[src/rtl/viterbi_pkg.sv]
// Shared code parameters for the 2-bit/8-state Viterbi link (encoder and decoder).
package viterbi_pkg;
    localparam int K     = 4;
    localparam int SYM_W = 2;
    localparam logic [K-1:0] G0 = 4'b1101;
    localparam logic [K-1:0] G1 = 4'b1111;

    typedef enum logic {DATA, TAIL} enc_state_t;
    typedef logic [SYM_W-1:0] sym_t;

    function automatic logic parity(input logic [K-1:0] w, input logic [K-1:0] g);
        return ^(w & g);
    endfunction
endpackage

[src/rtl/conv_enc_core.sv]
// Encoder memory and parity: window = {bit, s}, s[K-2] is the most recent previous bit.
module conv_enc_core
    import viterbi_pkg::*;
#(
    parameter logic [K-1:0] P_G0 = G0,
    parameter logic [K-1:0] P_G1 = G1
) (
    input  logic clk,
    input  logic rst,
    input  logic i_bit,
    input  logic i_load,
    output sym_t o_sym
);
    logic [K-2:0] r_s;
    logic [K-1:0] w_win;

    assign w_win = {i_bit, r_s};
    assign o_sym = {parity(w_win, P_G0), parity(w_win, P_G1)};

    always_ff @(posedge clk) begin
        if (!rst)
            r_s <= '0;
        else if (i_load)
            r_s <= w_win[K-1:1];
    end
endmodule

[src/rtl/conv_encoder_framed.sv]
// Rate-1/2 K=4 convolutional encoder; each frame is closed with K-1 zero tail bits.
module conv_encoder_framed
    import viterbi_pkg::*;
#(
    parameter int           FRAME_LEN = 8,
    parameter logic [K-1:0] P_G0      = G0,
    parameter logic [K-1:0] P_G1      = G1
) (
    input  logic        clk,
    input  logic        rst,
    input  logic        in_bit_i,
    input  logic        in_valid_i,
    output logic        in_ready_o,
    output sym_t        sym_o,
    output logic        sym_valid_o,
    input  logic        sym_ready_i,
    output logic        frame_start_o,
    output logic        frame_end_o,
    output logic [15:0] word_ct_o
);
    enc_state_t  r_state;
    logic [15:0] r_bit_ct;
    logic [1:0]  r_tail_ct;
    logic        w_slot_free;
    logic        w_in_data;
    logic        w_load;
    logic        w_bit;
    sym_t        w_sym;

    assign w_slot_free = !sym_valid_o || sym_ready_i;
    assign w_in_data   = (r_state == DATA);
    assign in_ready_o  = w_in_data && w_slot_free;
    // Tail bits are implicit zeros, loaded whenever the output slot frees up.
    assign w_load      = w_in_data ? (in_valid_i && w_slot_free) : w_slot_free;
    assign w_bit       = w_in_data && in_bit_i;

    conv_enc_core #(.P_G0(P_G0), .P_G1(P_G1)) u_core (
        .clk    (clk),
        .rst    (rst),
        .i_bit  (w_bit),
        .i_load (w_load),
        .o_sym  (w_sym)
    );

    always_ff @(posedge clk) begin
        if (!rst) begin
            r_state       <= DATA;
            r_bit_ct      <= '0;
            r_tail_ct     <= '0;
            sym_o         <= '0;
            sym_valid_o   <= 1'b0;
            frame_start_o <= 1'b0;
            frame_end_o   <= 1'b0;
            word_ct_o     <= '0;
        end else begin
            if (w_load) begin
                sym_o         <= w_sym;
                sym_valid_o   <= 1'b1;
                frame_start_o <= w_in_data && (r_bit_ct == 16'd0);
                frame_end_o   <= !w_in_data && (r_tail_ct == 2'(K-2));
            end else if (sym_ready_i) begin
                sym_valid_o   <= 1'b0;
            end

            if (w_load) begin
                if (w_in_data) begin
                    if (r_bit_ct == 16'(FRAME_LEN-1)) begin
                        r_bit_ct <= '0;
                        r_state  <= TAIL;
                    end else begin
                        r_bit_ct <= r_bit_ct + 16'd1;
                    end
                end else begin
                    if (r_tail_ct == 2'(K-2)) begin
                        r_tail_ct <= '0;
                        r_state   <= DATA;
                        word_ct_o <= word_ct_o + 16'd1;
                    end else begin
                        r_tail_ct <= r_tail_ct + 2'd1;
                    end
                end
            end
        end
    end
endmodule

[config.mk]
export PLATFORM = sky130hd
export DESIGN_NAME = conv_encoder_framed
export DESIGN_NICKNAME = d
export VERILOG_FILES = /design/src/rtl/viterbi_pkg.sv /design/src/rtl/conv_enc_core.sv /design/src/rtl/conv_encoder_framed.sv
export SDC_FILE = /design/constraint.sdc
export NUM_CORES = 1
export LEC_CHECK = 0
export CAP_MARGIN = 40
export CORE_ASPECT_RATIO = 1.1
export CORE_UTILIZATION = 58
export DETAILED_ROUTE_END_ITERATION = 10
export PLACE_DENSITY = 0.84
export SYNTH_ARGS = -nofsm -noshare
export SYNTH_HDL_FRONTEND = slang
export SYNTH_SLANG_ARGS = --single-unit
[constraint.sdc]
create_clock -name clk -period 4.9 [get_ports clk]
set_input_delay 1.225 -clock clk [delete_from_list [all_inputs] [get_ports clk]]
set_output_delay 1.225 -clock clk [all_outputs]
set_load 0.1 [all_outputs]
# Word level (Yosys, flattened, before mapping)
# Index checks and enable logic that the tools add are counted.
[totals] ff_bits=43 latchBits=0 ram_bits=0 mem_bits_ro=0 inputBits=5 output_inout_bits=22 wordCells=37 n_memories=0
[classes] addsub=3 n_mul=0 div_mod_pow=0 n_lt_le_gt_ge=0 eq_ne=2 shifts=0 mux=8 n_bitwise=1 n_reduce_logical=14
[ops] operator="adder 16 x 1 -> 16 bit, second input constant" n=2
[ops] operator="== test 16 x 3 -> 1 bit, second input constant" n=1
[ops] operator="logical NOT 16 bit" n=1
[ops] operator="2-to-1 mux 16 bit" n=1
[ops] operator="XOR reduction 4 bit" n=2
[ops] operator="2-to-1 mux 1 bit" n=6
[ops] operator="logical AND 1 bit" n=5
[ops] operator="AND reduction 2 bit" n=2
[ops] operator="AND reduction 3 bit" n=1
[ops] operator="adder 2 x 1 -> 2 bit, second input constant" n=1
[ops] operator="== test 2 bit, second input constant" n=1
[ops] operator="2-to-1 mux 2 bit" n=1
[ops] operator="nonzero test 2 bit" n=1
[ops] operator="logical NOT 1 bit" n=1
[ops] operator="logical OR 1 bit" n=1
[ops] operator="NOT 1 bit" n=1

# Longest topological paths before layout
[logic_depth] ltp_word=5 ltp_mapped=6 mapped_depth_nobuf=5

# Cells and area by module
# From an unflattened synthesis, not the netlist that was laid out.
[unflattened] cells_unflattened=235 hier_area_um2=2060.7
[modules_own_cells] mod="conv_encoder_framed" instances=1 cells_per_inst=223 area_each_um2=1904.3
[modules_own_cells] mod="conv_enc_core" instances=1 cells_per_inst=12 area_each_um2=156.4

# Least setup slack after synthesis
# No wires, ideal clock.
[synth_path] kind="input-to-output" start="input sym_ready_i" end="output in_ready_o" t_arrival_ps=2646 setup_slack_ps=1029 stages=3 path_buffers=1 path_cell_list="nor2b_1 -> buf_6 -> nor2_1"
[synth_between] elab_chain_len=2
[synth_rtl] element="start: declaration" line_no="conv_encoder_framed.sv:16" text="input logic sym_ready_i,"
[synth_rtl] element="logical OR 1 bit" line_no="conv_encoder_framed.sv:30" text="assign w_slot_free = !sym_valid_o || sym_ready_i;"
[synth_rtl] element="logical AND 1 bit" line_no="conv_encoder_framed.sv:32" text="assign in_ready_o = w_in_data && w_slot_free;"
[synth_rtl] element="end: declaration" line_no="conv_encoder_framed.sv:13" text="output logic in_ready_o,"
# No other way between the ends.

# Worst setup path after layout
# Same ends and word-level chain as after synthesis.

==> results.py <==
metrics = {
    "setup_path": {
        "critical_path_buf_inv_count": 2,
        "crit_family": "buffers and inverters",
        "slowest_delay_ns": 0.47,
        "startpoint": "sym_ready_i",
        "reg2reg_depth": 5,
        "crit_path_start_kind": "input pin",
        "critPathMaxFanout": 9,
        "cp.depth": 4,
        "path_cells": "clkdlybuf4s50_1, nor2b_1, nor2_1, buf_4",
        "end_kind": "primary output",
        "r2r_setup_slack_ns": 2.76,
        "crit_arrival_ns": 2.50,
        "required_ns": 3.67,
        "reg2reg_to": "r_bit_ct[11]$_SDFFE_PN0P_",
        "r2r-start": "r_state$_SDFFE_PN0P_",
        "worstSetupPathType": "input pin to primary output",
        "cp-endpoint": "in_ready_o",
        "crit_slowest_cell": "nor2b_1",
    },
    "power": {
        "static-leakage-power_uw": 0.000919,
        "switching_share": 0.245,
        "netSwitchingPower_uw": 157,
        "cellInternalPower_uw": 485,
        "seqPwrFrac": 0.559,
        "p_comb_frac": 0.109,
        "power_density_nw_per_um2": 240,
        "p_clk_frac": 0.332,
        "p_total_uw": 642,
        "ir_drop_mv": 0.182,
    },
    "placed_design": {
        "pre_cts_ws_ns": 1.20,
        "dpl.hpwl_um": 3250,
        "port_buffers": 26,
        "gp_congestion": 0.779,
        "dp.cells": 326,
    },
    "cts": {
        "cts_sinks": 43,
        "cts_resized": 0,
        "clk_latency_ns": 0.35,
        "cts_tree": "yes",
        "postCtsHoldBufs": 0,
        "cts_buffers": 5,
        "htree_levels": 2,
        "postCtsSetupBuffers": 0,
        "clk_pin_slew_ns": 0.12,
        "clockRootBuffer": "clkbuf_4",
        "clock_path_buffers": 2,
    },
    "global_routing": {
        "grt_max_degree": 27,
        "track_usage": 0.266,
        "grt_pass1_vias": 1786,
        "overflow": 0,
        "grt_pass1_wl_um": 7730,
        "grt_antenna_before_repair": 0,
    },
    "sta": {
        "period_needed_ns": 3.73,
        "rsz0062_at_grt": "false",
        "worst_slew_pin_slew_ns": 0.701,
        "fin_worst_skew_ns": 0.0120,
        "hold_slack_ns": 0.468,
        "setup_tns_ns": 0,
        "slew_headroom": 0.528,
        "finalCritPeriodShare": 0.761,
        "fmax_ghz": 0.268,
        "finalWorstSetupSlack_ns": 1.17,
        "hold_violations": 0,
        "setup_viol": 0,
        "slew_viol_final": 0,
    },
    "run_status": {
        "outcome": "finished, final reports clean",
    },
    "finish": {
        "fillers": 214,
        "syn_to_final_growth_pct": 32.6,
        "nets": 293,
        "fin_cells": 333,
        "drive_gt1_frac": 0.119,
        "antennaDiodeCount": 0,
    },
    "drt": {
        "maxUsedRoutingLayer": "met4",
        "wl_met3_um": 157,
        "m1WireLength_um": 2060,
        "via_count": 1909,
        "totalWireLength_um": 4490,
        "post_drt_wl_per_cell_um": 13.5,
        "drtIter0Drc": 79,
        "drc": 0,
        "ant_nets": 0,
        "dr.pass1.iters": 5,
        "met2_length_um": 2160,
        "vias_per_cell": 5.73,
    },
    "yosys": {
        "synth_ff_type": "dfxtp_1",
        "synthDistinctLibCells": 36,
        "synth_edf_count": 0,
        "synthArstFlopShare": 0,
        "syn_inst": 240,
        "synth.area.top_cells": "dfxtp_1, a21oi_1, nand4_1, nor2_1, nand2_1",
        "yosysTopAreaCell": "dfxtp_1",
        "netlist_top_cells_count": "dfxtp_1, a21oi_1, nor2_1, nand2_1, nand4_1",
        "yosys.cell_count.top_type": "dfxtp_1",
        "yosysSeqAreaShare": 0.426,
        "ys_ff_latch": 43,
        "synth_top_area_share": 0.426,
        "yosysWarningCount": 0,
        "syn_area_um2": 2020,
        "avgSynthCellArea_um2": 8.42,
        "synth_fp_nets": 248,
    },
    "die": {
        "io_pins": 27,
        "core_area_um2": 3330,
        "die_h_um": 63.9,
        "die_x_um": 58.3,
        "start_util": 0.607,
        "fp.dieArea_um2": 3730,
        "rows": 22,
    },
    "min_path": {
        "hp-class": "flip-flop to flip-flop",
        "hp-start": "frame_start_o$_SDFFE_PN0P_",
    },
    "job": {
        "cap_violations": 0,
    },
}
## power groups by stage
stage / combinational (uW) / clock, uW / sequential [uW]
after floorplan: 26.8 / 0 / 386
after global placement: 60.5 / 0 / 366
after detailed placement: 69.9 / 0 / 367
after CTS: 70.3 / 219 / 359
after global routing: 75.3 / 237 / 359
final: 70.2 / 213 / 359
## layer usage
| metal | vias to the layer above | GRT usage |
|---|---|---|
| met4 | 0 | 0.134 |
| met2 | 54 | 0.434 |
| met1 | 883 | 0.326 |
| met3 | 15 | 0.0587 |
| li1 | 957 | - |
| met5 | - | 0 |
## how the worst min path moves through the flow
stage | end | slack (ns) | cells past startpoint
after floorplan | u_core.r_s[0]$_SDFFE_PN0P_ | 0.45 | 2
after global placement | frame_start_o$_SDFFE_PN0P_ | 0.44 | 2
after detailed placement | frame_start_o$_SDFFE_PN0P_ | 0.45 | 2
after CTS | frame_start_o$_SDFFE_PN0P_ | 0.47 | 2
after global routing | frame_start_o$_SDFFE_PN0P_ | 0.49 | 2
final | frame_start_o$_SDFFE_PN0P_ | 0.47 | 2
## cells in the final DEF (no fill, tap or decap), types with 7 or more instances in the layout
master           instances
a21oi_1                 28
buf_8                   21
clkdlybuf4s50_1         25
dfxtp_1                 43
nand2_1                 18
nand3_1                  8
nand4_1                 14
nor2_1                  21
o21ai_0                 11
o31ai_1                  9
or3_1                   10
or4_1                    9
xnor2_1                  7
xor2_1                   7
## stage by stage
step	area [um2]	util
floorplan	2020	-
global placement	2290	0.689
detailed placement	2610	0.784
CTS	2680	0.805
global route	2680	0.805
finish	2680	0.805
## cell type report
type / count / area [um2] / share of cell area
tap: 48 / 60.1 / 0.0224
sequential: 43 / 861 / 0.321
inverter: 8 / 30.0 / 0.0112
timing repair buffer: 49 / 588 / 0.219
clock buffer: 6 / 41.3 / 0.0154
multi-input combinational: 178 / 1070 / 0.399
clock inverter: 1 / 30.0 / 0.0112
## kinds of logic (layout without fill, tap and decap cells)
| kind of cell | count (synthesis) | after routing | share of synthesized area |
|---|---|---|---|
| AND/OR/NAND/NOR | 108 | 108 | 0.300 |
| buffers and inverters | 19 | 64 | 0.0446 |
| XOR/XNOR | 14 | 14 | 0.0606 |
| flip-flops | 43 | 43 | 0.426 |
| adder cells (fa/ha/maj) | 3 | 3 | 0.0186 |
| multiplexers | 2 | 2 | 0.00990 |
| AO/OA/AOI/OAI | 51 | 51 | 0.140 |
## flip-flops by register name, indices dropped and copies added (netlist names)
signal and flops:
frame_end_o 1, frame_start_o 1, r_bit_ct 16, r_state 1, r_tail_ct 2, sym_o 2, sym_valid_o 1, u_core.r_s 3
word_ct_o 16
## worst min-delay path, stage by stage, from the launching register on
cell and delay [ns]:
dfxtp_1 0.33, nand2_1 0.05, a21oi_1 0.05
Note: power is estimated with default switching activity, not from simulation.
==> RTL edit: new RTL, config.mk and constraints unchanged <==
`FRAME_LEN`: 8 -> 6.
--- a/src/rtl/conv_encoder_framed.sv
+++ b/src/rtl/conv_encoder_framed.sv
@@ -2,7 +2,7 @@
 module conv_encoder_framed
     import viterbi_pkg::*;
 #(
-    parameter int           FRAME_LEN = 8,
+    parameter int           FRAME_LEN = 6,
     parameter logic [K-1:0] P_G0      = G0,
     parameter logic [K-1:0] P_G1      = G1
 ) (
Function: changed (a bounded check fails within 10 cycles, from zero or initial values and one cycle with rst low).
==> RTL edit against the original RTL <==
Area after synthesis grew 2.0%; first-iteration DRC count grew 52%; utilization shrank 0.29 points; cell area grew 0.47%; count of clock-buffer cells in the layout grew 1; wire length grew 9.6%; total power shrank 6.1%; clock skew grew 0.0016 ns; sequential cell count is the same; sequential power is essentially flat; cell count grew 0.90%; worst setup slack gained 0.14 ns.
==> RTL edit: results (changes against the original RTL) <==
{
  "ys_types": {"value": 35, "change": "-2.8%"},
  "postSynthNetCount": {"value": 251, "change": "+1.2%"},
  "synth_top_cells_by_area": "sky130_fd_sc_hd__dfxtp_1 (42%), sky130_fd_sc_hd__a21oi_1 (7.0%), sky130_fd_sc_hd__o31ai_1 (5.5%), sky130_fd_sc_hd__or4_1 (5.5%), sky130_fd_sc_hd__nand2_1 (4.2%)",
  "first_pass_iters": {"value": 4, "change": "-1"},
  "placed_cell_area": {"value": 2640, "unit": "sq um", "change": "+1.3%"},
  "synth_seq_area_share": {"value": 0.417, "change": "-0.00827"},
  "worstReg2RegEnd": "r_bit_ct[15]",
  "grt_usage": {"value": 0.289, "change": "+0.0231"},
  "critPathSlowestCell": "sky130_fd_sc_hd__clkdlybuf4s50_1",
  "reg2reg_setup_slack": {"value": 2.90, "unit": "ns", "change": "+0.14 ns"},
  "r2r.worst_path.cells": {"value": 4, "change": "-1"},
  "crit-reg2reg-launch": "r_bit_ct[4]",
  "dr_wl_met3": {"value": 219, "unit": "um", "change": "+39%"},
  "worst_slew_pin_slew": {"value": 0.832, "unit": "ns", "change": "+0.131 ns"},
  "status": "finished, final reports clean",
  "fillerInstances": {"value": 231, "change": "+7.9%"},
  "number_of_global_route_vias_before_repair": {"value": 1869, "change": "+4.6%"},
  "synth.top_cells.by_count": "sky130_fd_sc_hd__dfxtp_1 (43), sky130_fd_sc_hd__a21oi_1 (29), sky130_fd_sc_hd__nand2_1 (23)",
  "drive_above_1_share": {"value": 0.125, "change": "+0.00570"},
  "grt_antenna_before_repair": {"value": 0, "change": "unchanged"},
  "detail_route.wirelength.met1": {"value": 2180, "unit": "um", "change": "+5.6%"},
  "nets": {"value": 296, "change": "+1.0%"},
  "power.leakage": {"value": 0.906, "unit": "nW", "change": "-1.3%"},
  "first_pass_grt_wire_length": {"value": 8360, "unit": "um", "change": "+8.1%"},
  "dr_wl_met2": {"value": 2460, "unit": "um", "change": "+14%"},
  "post-cts-setup-buffers": {"value": 0, "change": "unchanged"},
  "gpl.final_weighted_congestion": {"value": 0.827, "change": "+6.1%"}
}
==> RTL edit: worst max-delay path by stage <==
stage,depth (start not counted),to,slack (ns)
2_1_floorplan,3,in_ready_o,1.03
3_3_place_gp,5,in_ready_o,1.35
3_5_place_dp,5,in_ready_o,1.34
4_1_cts,5,in_ready_o,1.33
5_1_grt,5,in_ready_o,1.29
6_report,5,in_ready_o,1.32
==> RTL edit: power by group <==
part | internal [mW] | leakage, nW | switching (mW)
Combinational | 0.0258 | 0.529 | 0.0488
Clock | 0.0560 | 0.0293 | 0.113
Sequential | 0.355 | 0.348 | 0.00480
Total | 0.437 | 0.906 | 0.166
==> RTL edit: final cells by class <==
| type | instances | area [sq um] | share of cell area |
|---|---|---|---|
| inverters | 8 | 30.0 | 0.0111 |
| flip-flops and latches | 43 | 861 | 0.320 |
| well taps | 48 | 60.1 | 0.0223 |
| repair buffers | 49 | 588 | 0.218 |
| clock inverters | 1 | 5.00 | 0.00186 |
| clock buffers | 7 | 45.0 | 0.0167 |
| multi-input cells | 180 | 1100 | 0.410 |
==> RTL edit: worst max-delay path, delay by kind of cell <==
family                 cells  cell delay, ns
AND/OR/NAND/NOR            2            0.17
buffers and inverters      3            0.96
==> RTL edit: through the flow <==
| step | total power [mW] | util | std cells | worst slack (ns) |
|---|---|---|---|---|
| 6_report | 0.603 | 0.802 | 336 | 1.32 |
| 5_1_grt | 0.629 | 0.802 | 336 | 1.29 |
| 4_1_cts | 0.605 | 0.802 | 336 | 1.33 |
| 3_5_place_dp | 0.442 | 0.787 | 328 | 1.34 |
| 3_3_place_gp | 0.431 | 0.693 | 307 | 1.35 |
| 2_1_floorplan | 0.415 | - | 242 | 1.03 |
==> RTL edit: kinds of logic (layout without fill, tap and decap cells) <==
group / Yosys count / after routing / share of synthesized area
XOR/XNOR: 13 / 13 / 0.0552
AO/OA/AOI/OAI: 54 / 54 / 0.156
multiplexers: 1 / 1 / 0.00485
adder cells (fa/ha/maj): 4 / 4 / 0.0243
AND/OR/NAND/NOR: 108 / 108 / 0.296
buffers and inverters: 19 / 65 / 0.0467
flip-flops: 43 / 43 / 0.417
==> RTL edit: layer usage <==
layer / track usage / vias to the layer above
met5: 0 / -
met4: 0.137 / 0
met3: 0.0599 / 5
met2: 0.483 / 47
met1: 0.350 / 961
li1: - / 982
